### src/rtl/mem_arbiter_pkg.sv
// Shared definitions for the memory arbiter: FSM state encodings, fill owner and block geometry.
package mem_arbiter_pkg;

  typedef enum logic [1:0] {
    ST_IDLE  = 2'b00,
    ST_WRITE = 2'b01,
    ST_FILL  = 2'b10
  } state_t;

  typedef enum logic {
    OWNER_I = 1'b0,
    OWNER_D = 1'b1
  } owner_t;

  localparam int BLK_OFF_BITS = 4;
  localparam int WORD_IDX_W   = 3;

endpackage

### src/rtl/mem_arbiter_blk_word_counter.sv
// 4-bit block word counter (0..8) with synchronous clear and increment.
module blk_word_counter (
  input  logic       clk,
  input  logic       rst,
  input  logic       clr,
  input  logic       inc,
  output logic [3:0] cnt,
  output logic       done_at_7
);

  always_ff @(posedge clk) begin
    if (rst || clr) begin
      cnt <= 4'd0;
    end else if (inc) begin
      cnt <= cnt + 4'd1;
    end
  end

  assign done_at_7 = (cnt == 4'd7);

endmodule

### src/rtl/mem_arbiter.sv
// Arbitrates main memory between I-cache fills, D-cache fills and D-side write-through stores,
// sequencing each 8-word block fill and steering returned words to the owning cache.
module mem_arbiter
  import mem_arbiter_pkg::*;
#(
  parameter int ADDR_W    = 16,
  parameter int DATA_W    = 16,
  parameter int MEM_LAT   = 4,
  parameter int BLK_WORDS = 8
) (
  input  logic              clk,
  input  logic              rst,
  input  logic              i_req,
  input  logic [ADDR_W-1:0] i_addr,
  input  logic              d_req,
  input  logic [ADDR_W-1:0] d_addr,
  input  logic              d_wr,
  input  logic [DATA_W-1:0] d_wdata,
  output logic              mem_en,
  output logic              mem_wr,
  output logic [ADDR_W-1:0] mem_addr,
  output logic [DATA_W-1:0] mem_wdata,
  input  logic [DATA_W-1:0] mem_rdata,
  input  logic              mem_valid,
  output logic              i_fill_we,
  output logic              d_fill_we,
  output logic [2:0]        fill_idx,
  output logic [DATA_W-1:0] fill_data,
  output logic              i_done,
  output logic              d_done,
  output logic              d_wr_done,
  output logic              busy
);

  if (MEM_LAT < 1 || BLK_WORDS != 8 || ADDR_W <= BLK_OFF_BITS) begin : g_bad_param
    $error("mem_arbiter: unsupported parameterisation");
  end

  localparam logic [ADDR_W-1:0] BLK_MASK = ADDR_W'((1 << BLK_OFF_BITS) - 1);

  state_t            state_q;
  state_t            state_d;
  owner_t            owner_q;
  logic [ADDR_W-1:0] base_q;
  logic [3:0]        issue_cnt;
  logic [3:0]        recv_cnt;
  logic              issue_last;
  logic              recv_last;
  logic              issue_en;
  logic              recv_vld;
  logic              cnt_clr;
  logic              d_side_req;
  logic              spurious_vld;

  assign d_side_req   = d_wr || d_req;
  assign cnt_clr      = (state_q != ST_FILL);
  assign issue_en     = (state_q == ST_FILL) && (issue_cnt < 4'(BLK_WORDS));
  // Stray returns (outside a fill or after the 8th word) must never reach a cache.
  assign recv_vld     = (state_q == ST_FILL) && mem_valid && !recv_cnt[3];
  assign spurious_vld = mem_valid && !recv_vld;

  blk_word_counter u_issue_cnt (
    .clk       (clk),
    .rst       (rst),
    .clr       (cnt_clr),
    .inc       (issue_en),
    .cnt       (issue_cnt),
    .done_at_7 (issue_last)
  );

  blk_word_counter u_recv_cnt (
    .clk       (clk),
    .rst       (rst),
    .clr       (cnt_clr),
    .inc       (recv_vld),
    .cnt       (recv_cnt),
    .done_at_7 (recv_last)
  );

  always_ff @(posedge clk) begin
    if (rst) begin
      state_q <= ST_IDLE;
      owner_q <= OWNER_I;
    end else begin
      state_q <= state_d;
      if (state_q == ST_IDLE) begin
        owner_q <= d_side_req ? OWNER_D : OWNER_I;
      end
    end
  end

  // Block base is captured with the offset bits zeroed; fills always start at word 0.
  always_ff @(posedge clk) begin
    if (state_q == ST_IDLE) begin
      base_q <= (d_side_req ? d_addr : i_addr) & ~BLK_MASK;
    end
  end

  always_comb begin
    state_d = state_q;
    case (state_q)
      ST_IDLE: begin
        if (d_wr) begin
          state_d = ST_WRITE;
        end else if (d_req || i_req) begin
          state_d = ST_FILL;
        end
      end
      ST_WRITE: state_d = ST_IDLE;
      ST_FILL: begin
        if (recv_vld && recv_last) begin
          state_d = ST_IDLE;
        end
      end
      default: state_d = ST_IDLE;
    endcase
  end

  always_comb begin
    mem_en    = 1'b0;
    mem_wr    = 1'b0;
    mem_addr  = '0;
    mem_wdata = '0;
    i_fill_we = 1'b0;
    d_fill_we = 1'b0;
    fill_idx  = 3'd0;
    i_done    = 1'b0;
    d_done    = 1'b0;
    d_wr_done = 1'b0;
    busy      = (state_q != ST_IDLE);
    case (state_q)
      ST_WRITE: begin
        mem_en    = 1'b1;
        mem_wr    = 1'b1;
        mem_addr  = d_addr;
        mem_wdata = d_wdata;
        d_wr_done = 1'b1;
      end
      ST_FILL: begin
        if (issue_en) begin
          mem_en   = 1'b1;
          mem_addr = base_q | ADDR_W'({issue_cnt[WORD_IDX_W-1:0], 1'b0});
        end
        if (recv_vld) begin
          fill_idx = recv_cnt[WORD_IDX_W-1:0];
          if (owner_q == OWNER_D) begin
            d_fill_we = 1'b1;
            d_done    = recv_last;
          end else begin
            i_fill_we = 1'b1;
            i_done    = recv_last;
          end
        end
      end
      default: ;
    endcase
  end

  assign fill_data = mem_rdata;

  always_ff @(posedge clk) begin
    if (!rst) begin
      assert (!spurious_vld)
        else $warning("mem_arbiter: mem_valid with no outstanding fill read, ignored");
      assert (!(issue_last && issue_en && recv_vld && recv_last))
        else $error("mem_arbiter: last word returned before last read issued");
    end
  end

endmodule
### config.mk
export PLATFORM = sky130hd
export DESIGN_NAME = mem_arbiter
export DESIGN_NICKNAME = d
export VERILOG_FILES = /design/src/rtl/mem_arbiter_pkg.sv /design/src/rtl/mem_arbiter_blk_word_counter.sv /design/src/rtl/mem_arbiter.sv
export SDC_FILE = /design/constraint.sdc
export NUM_CORES = 1
export LEC_CHECK = 0
export CORE_MARGIN = 2
export CORE_UTILIZATION = 34
export DETAILED_ROUTE_END_ITERATION = 16
export PLACE_DENSITY_LB_ADDON = 0.25
export SYNTH_ARGS = -nofsm -noshare
export SYNTH_HDL_FRONTEND = slang
export SYNTH_HIERARCHICAL = 1
export SYNTH_SLANG_ARGS = --single-unit
### constraint.sdc
create_clock -name clk -period 1.9 [get_ports clk]
set_input_delay 0.38 -clock clk [delete_from_list [all_inputs] [get_ports clk]]
set_output_delay 0.38 -clock clk [all_outputs]
set_load 0.05 [all_outputs]
## After elaboration in Yosys (flattened, before gate mapping)

Index checks and enable logic that the tools add are counted.

- Bits in latches: 0
- Register bits: 23
- Memories kept: 0
- Bits of input ports: 70
- Bits in read-only memories: 0
- Logic and storage cells: 52
- Memory bits (writable): 0
- Output and inout bits: 59

- Reduce and logical (&&, ||, !) cells: 11
- $lt $le $gt $ge: 1
- Shift-type cells: 0
- Eq/ne operators: 6
- Div/mod/pow operators: 0
- Multiplexer cells: 26
- Multipliers: 0
- Add/sub/neg operators: 2
- Bitwise operators: 1

Operators by type and width:

| cell | number |
|---|---|
| 16-bit two-way mux | 3 |
| 16-bit case mux with 2 select lines | 1 |
| 16-bit by 4-bit OR with 16-bit output | 1 |
| 1-bit two-way mux | 15 |
| 4-bit by 1-bit adder with 4-bit output (second input constant) | 2 |
| 2-bit two-way mux | 3 |
| 3-bit two-way mux | 2 |
| 4-bit by 3-bit == test with 1-bit output (second input constant) | 1 |
| 1-bit logical AND | 4 |
| 4-bit < comparator (second input constant) | 1 |
| 2-bit case mux with 2 select lines | 1 |
| 1-bit logical OR | 3 |
| 3-bit by 2-bit != test with 1-bit output (second input constant) | 1 |
| 2-bit by 1-bit == test with 1-bit output (second input constant) | 1 |
| 2-bit == test (second input constant) | 1 |
| 2-bit logical NOT | 1 |
| 2-bit by 1-bit != test with 1-bit output (second input constant) | 1 |
| 2-bit != test (second input constant) | 1 |
| 1-bit case mux with 2 select lines | 1 |
| 2-bit AND reduction | 1 |
| 2-bit nonzero test | 1 |
| 1-bit logical NOT | 1 |

## Logic depth before layout (Yosys ltp)

Gate-level depths: netlist of run 1.

- Depth after elaboration: 6
- Mapped depth: 7
- Depth with buffers taken out: 6

## By module

Netlist of run 1, hierarchy kept.

By module, submodules not included:

| module | instances | sequential area each (um^2) | area an instance (um^2) | cells each |
|---|---|---|---|---|
| mem_arbiter | 1 | 420.4 | 1337.5 | 129 |
| blk_word_counter | 2 | 80.1 | 185.2 | 19 |

## Least setup slack after synthesis of run 1

OpenSTA, ideal clock, no wires.

- Path kind: register to output
- Start: register state_q[1]
- End: output port mem_addr[13]
- Arrival time: 2.130 ns
- Stages on the path, launching flop included: 6
- Path buffers: 1
- Path slack: -0.610 ns
- Cell sequence: dfxtp_1 > inv_1 > ha_1 > buf_2 > a22oi_1 > nor2b_1

- Longest elaborated chain between the ends: 4
- Elaborated cells on any way between the ends: 5
- Classes of those cells: eq/ne (2); mux (2); reduce/logical (1)

RTL lines:

| what | RTL line | RTL |
|---|---|---|
| from (decl) | mem_arbiter.sv:41 | `state_t state_q;` |
| from (signal assigned) | mem_arbiter.sv:85 | `state_q <= state_d;` |
| 2-bit == test | mem_arbiter.sv:57, mem_arbiter.sv:131 |  |
| 1-bit logical AND | mem_arbiter.sv:57 | `assign issue_en = (state_q == ST_FILL) && (issue_cnt < 4'(BLK_WORDS));` |
| 16-bit two-way mux | mem_arbiter.sv:140 | `if (issue_en) begin` |
| 16-bit case mux with 2 select lines * | mem_arbiter.sv:131 | `case (state_q)` |
| to (decl) | mem_arbiter.sv:21 | `output logic [ADDR_W-1:0] mem_addr,` |

Mark *: on every way between the ends. The rest lies on a longest branch, timed or not.

## Worst setup path in the final report of run 1

- Start: register state_q[0]
- End: output port mem_addr[6]

Same word-level chain as after synthesis.

==> out/metrics.cfg, run 1 <==
[clock_network]
cts.clk_slew.worst_paths_ns=0.09
ctsHoldBuffers=0
cts_root_buf=clkbuf_8
htree_levels=1
cts_tree=yes
clkSinkCount=23
cts_buffers=3
clkLatencyLatePin_ns=0.27
cts_buffer_depth=2

[global_routing]
overflow=0
grt_max_degree=20
grt_pass1_wl_um=7279
antenna_found_initial=0
grt.total_usage=0.1688
grt_pass1_vias=1528

[final_layout]
antenna_cells=0
nNetsFinal=337
fin_cells=327
layout_commonest_cell=clkdlybuf4s50_1
layout_common_cells=clkdlybuf4s50_1 (49), buf_12 (45), buf_4 (15)
nFillCells=348
drive_gt1_frac=0.5577
syn2layout_area_growth_pct=101.8
multi_input_area_mm2=0.001129
regArea_um2=584.3

[sta]
fin_ws_ns=-0.06477
hold_slack_ns=0.5388
fin_crit_sh=1.034
slew_viol_final=0
setup-violations-final=19
grt_setup_unrepaired=yes
finalCriticalPeriod_ns=1.965
hold_viol=0
fmax_mhz=509.0
finClkSkew_ns=0.007878
tightest_slew_ns=0.3385
slew_headroom=0.7736
setup-tns-final_ns=-0.5462

[run_status]
outcome=finished with violations
violations=negative setup slack

[synthesis]
synth_cells=165
syn_nets=241
yosys_warnings=6
synth_area_mm2=0.001700
avgSynthCellArea_um2=10.31

[power]
power.density_mw_per_mm2=631.5
ir_drop_uv=629.1
power_mw=2.166
p_leak_nw=1.279

[floorplanning]
die_w_um=74.72
dieArea_mm2=0.005583
io_pins=129
die-height_um=74.72
initial_core_util=0.3553
core-area_mm2=0.004786
fp-row-count=25

[drt]
wl_um=5006
vias=1573
routedWlPerCell_um=15.31
drtPass1Iterations=4
drcViolationCount=0
ant_nets=0
vias_per_cell=4.810
drt_iter0_drc=42

[worst_hold_path]
hold_class=reg -> reg

[critical_path]
worstPathArrival_ns=1.58
endpoint_kind=output port
start_kind=register
criticalPathCategory=reg -> out
cp.required_ns=1.52
critPathMaxFanout=4

[placement]
dp.cells=315
hpwl_um=3896
dpl_worst_slack_ns=-0.04771
gp_congestion=0.7329
io_buffer_count=92

[run]
drv_cap=0

==> metal layers <==
layer,wire [µm],part of all wire,vias to the layer above,global-route usage
li1,-,-,754,-
met1,1983,0.40,742,0.2097
met2,2566,0.51,66,0.2989
met3,414,0.083,11,0.04418
met4,42,0.0084,0,0.02976
met5,0,0,-,0
==> cell type report <==
cell class                      count  share of cell area
Clock buffer                        3             0.01204
Clock inverter                      1            0.001823
Inverter                            5            0.005470
Multi-Input combinational cell    114              0.3290
Sequential cell                    23              0.1703
Tap cell                           67             0.02443
Timing Repair Buffer              114              0.4570
==> timing repair <==
| item | 4_1_cts | 5_1_grt |
|---|---|---|
| cloned | 1 | 0 |
| buffers inserted | 4 | 3 |
| endpoints found under the setup margin | 28 | 30 |
| gates resized for setup | 24 | 11 |
| pin swaps | 13 | 7 |
==> worst paths after layout <==
path / startpoint / depth (start not counted) / end / slack [ns]
setup reg to reg: state_q[0]$_SDFFE_PP0P_ / 7 / u_issue_cnt/cnt[3]$_SDFFE_PP0P_ / 0.36
hold / removal: owner_q$_SDFFE_PP0N_ / 2 / owner_q$_SDFFE_PP0N_ / 0.54
hold reg to reg: owner_q$_SDFFE_PP0N_ / 2 / owner_q$_SDFFE_PP0N_ / 0.54
setup / recovery: state_q[0]$_SDFFE_PP0P_ / 7 / mem_addr[6] / -0.06
==> critical path, cell delays in order (launching register included) <==
cell and delay [ns]:
dfxtp_2 0.35, inv_2 0.06, ha_4 0.16, buf_4 0.13, and2b_2 0.23, a22oi_2 0.18, nor2b_4 0.06, buf_12 0.14
==> metrics by stage <==
step           area [µm²]  utilization
3_5_place_dp         3179       0.6643
6_report             3431       0.7169
2_1_floorplan        1793            -
3_3_place_gp         3179       0.6643
5_1_grt              3431       0.7169
4_1_cts              3372       0.7046
==> flip-flops by register name, indices dropped and copies added (netlist names) <==
signal           flops
base_q              12
owner_q              1
state_q              2
u_issue_cnt/cnt      4
u_recv_cnt/cnt       4
==> power by group <==
part,leakage [nW],internal [mW],switching [mW],total [mW]
logic,1.04,0.649,0.572,1.22
registers,0.212,0.597,0.0306,0.627
clock network,0.0260,0.150,0.168,0.318
No activity file was read; power rests on OpenSTA's default activity.
==> inputs of run 2 (changes only) <==
--- a/config.mk
+++ b/config.mk
@@ -8,6 +8,7 @@
 export CORE_MARGIN = 2
 export CORE_UTILIZATION = 34
 export DETAILED_ROUTE_END_ITERATION = 16
+export GPL_TIMING_DRIVEN = 1
 export PLACE_DENSITY_LB_ADDON = 0.25
 export SYNTH_ARGS = -nofsm -noshare
 export SYNTH_HDL_FRONTEND = slang
==> results of run 2 <==
No change in the layout: final DEF, timing and power equal those of run 1.
==> inputs of run 3 (changes only) <==
--- a/config.mk
+++ b/config.mk
@@ -8,6 +8,7 @@
 export CORE_MARGIN = 2
 export CORE_UTILIZATION = 34
 export DETAILED_ROUTE_END_ITERATION = 16
+export GPL_ROUTABILITY_DRIVEN = 0
 export GPL_TIMING_DRIVEN = 1
 export PLACE_DENSITY_LB_ADDON = 0.25
 export SYNTH_ARGS = -nofsm -noshare
==> results of run 3 <==
No change in the layout: final DEF, timing and power equal those of run 1.
==> RTL change: new RTL, config.mk and constraints of run 3 <==
Make the reset (`rst`) asynchronous in one clocked block.
--- a/src/rtl/mem_arbiter.sv
+++ b/src/rtl/mem_arbiter.sv
@@ -77,7 +77,7 @@
     .done_at_7 (recv_last)
   );
 
-  always_ff @(posedge clk) begin
+  always_ff @(posedge clk or posedge rst) begin
     if (rst) begin
       state_q <= ST_IDLE;
       owner_q <= OWNER_I;
Formal check against the unedited RTL: differs if rst is asserted again (counterexample within 4 cycles, from zero or initial values and one cycle with rst high); with rst held inactive, the same outputs for 10 cycles.
==> RTL change against run 3 <==
The run still ends with negative setup slack left; synthesized cell count increased by 1.2%; worst setup slack got worse by 0.12 ns; area after synthesis unchanged; sequential cell count unchanged; wire length increased by 3.4%; register-to-register slack got worse by 0.16 ns; design area decreased by 0.26%.
Power is not compared: it rests on default switching activity, and its combinational part moved more than twofold at a synthesized area within 25%.
==> RTL change: results (changes against run 3) <==
- Clock Tree Buf Depth: 2 (unchanged)
- DRT iter0 DRCs: 56 (+33%)
- Layout cell share with drive strength beyond 1: 50.6% (-5.2 points)
- Wire length of the first global-routing pass: 7.61 mm (+4.5%)
- Clock insertion delay at the later pin of the skew report: 0.26 ns
- Largest net degree at the start of global routing: 22 (+10%)
- Top fanout value on the critical path: 6 (+2)
- Routed wire length: 5.17 mm (+3.4%)
- Final HPWL from detailed placement: 3.79 mm (-2.6%)
- Number of H-tree levels: 1 (unchanged)
- Registers with the most flip-flops: base_q (12), u_issue_cnt/cnt (4), u_recv_cnt/cnt (4)
- Post-synth net total: 243 (+0.83%)
- Critical R2R Launch: u_recv_cnt/cnt[0]
- Synthesis Warnings: 6 (unchanged)
- Violations in the final reports: negative setup slack
- Final setup violating endpoints: 35 (+16)
- Startpoint type of the worst setup path: flop
- Fillcell total: 331 (-4.9%)
- Worst Path Arrival: 1.70 ns (+0.12 ns)
- Setup slack after layout: -0.180 ns (-0.115 ns)
- Worst reg-to-reg path cell count: 6 (-1)
- Total routing usage reported by global routing: 17.8% (+0.91 points)
- Routed vias/inst: 4.87 (+1.2%)
- Critical path endpoint: mem_addr[7]
- Worst-case setup slack after placement: -0.0768 ns (-0.0291 ns)
- Worst-case clock skew: 0.00123 ns (-0.00665 ns)
- Result of the run: finished with violations
- Critical Path Start: state_q[1]
- Antenna violations before repair: 0 (unchanged)
- Final-stage net count: 338 (+0.30%)
- Reg-to-Reg End: state_q[1]
- Rel. slew slack: 80.2% (+2.9 points)
- Type of the most critical hold path: in2async
- Worst reg-to-reg setup slack: 0.20 ns (-0.16 ns)
- Count of buffers inserted at the top-level ports: 92 (unchanged)
[RTL change: layout make-up]
type,instances,area share (%)
inverters,5,0.548
flip-flops and latches,23,17.4
repair buffers,114,45.9
well taps,67,2.45
clock buffers,4,1.32
multi-input cells,115,32.4
[RTL change: critical path: stages (launching register included)]
cell and delay [ns]:
sky130_fd_sc_hd__dfrtp_2 0.46, sky130_fd_sc_hd__ha_4 0.19, sky130_fd_sc_hd__and2b_2 0.23, sky130_fd_sc_hd__buf_6 0.15, sky130_fd_sc_hd__a22oi_2 0.19, sky130_fd_sc_hd__nor2b_4 0.07, sky130_fd_sc_hd__buf_12 0.15
[RTL change: how the worst min path moves through the flow]
stage	startpoint	to	slack [ns]	depth (start not counted)
5_1_grt	rst	owner_q	0.48	2
3_5_place_dp	u_recv_cnt/cnt[1]	u_recv_cnt/cnt[1]	0.56	2
4_1_cts	rst	owner_q	0.45	2
3_3_place_gp	u_recv_cnt/cnt[1]	u_recv_cnt/cnt[1]	0.54	2
2_1_floorplan	rst	owner_q	0.13	1
6_report	rst	state_q[0]	0.45	2
[RTL change: per-layer routing]
metal	GRT usage [%]	vias to the layer above	routed length (um)
li1	-	759	-
met1	22.1	761	2140
met2	31.5	75	2610
met3	5.22	2	391
met4	2.38	0	24
met5	0	-	0
[RTL change: repair_timing]
| action | in CTS | in global routing |
|---|---|---|
| resized for setup | 21 | 14 |
| gates cloned | 0 | 1 |
| setup buffers | 5 | 2 |
| setup endpoints to repair | 26 | 41 |
| pin swaps | 5 | 4 |
[RTL change: stage by stage]
stage	std cells	cell area [um2]	util, %	TNS (ns)
2_1_floorplan	167	1800	-	0
3_3_place_gp	316	3180	66.5	-0.0818
3_5_place_dp	316	3180	66.5	-0.426
4_1_cts	325	3350	70.0	-3.75
5_1_grt	328	3420	71.5	-6.00
6_report	328	3420	71.5	-3.92
[RTL change: power groups by stage]
stage          sequential, mW  combinational (mW)  clock [mW]
3_5_place_dp            0.761                3.21           0
3_3_place_gp            0.748                3.18           0
6_report                0.770                3.51       0.301
2_1_floorplan           0.745                1.92           0
5_1_grt                 0.785                3.65       0.338
4_1_cts                 0.760                3.38       0.313
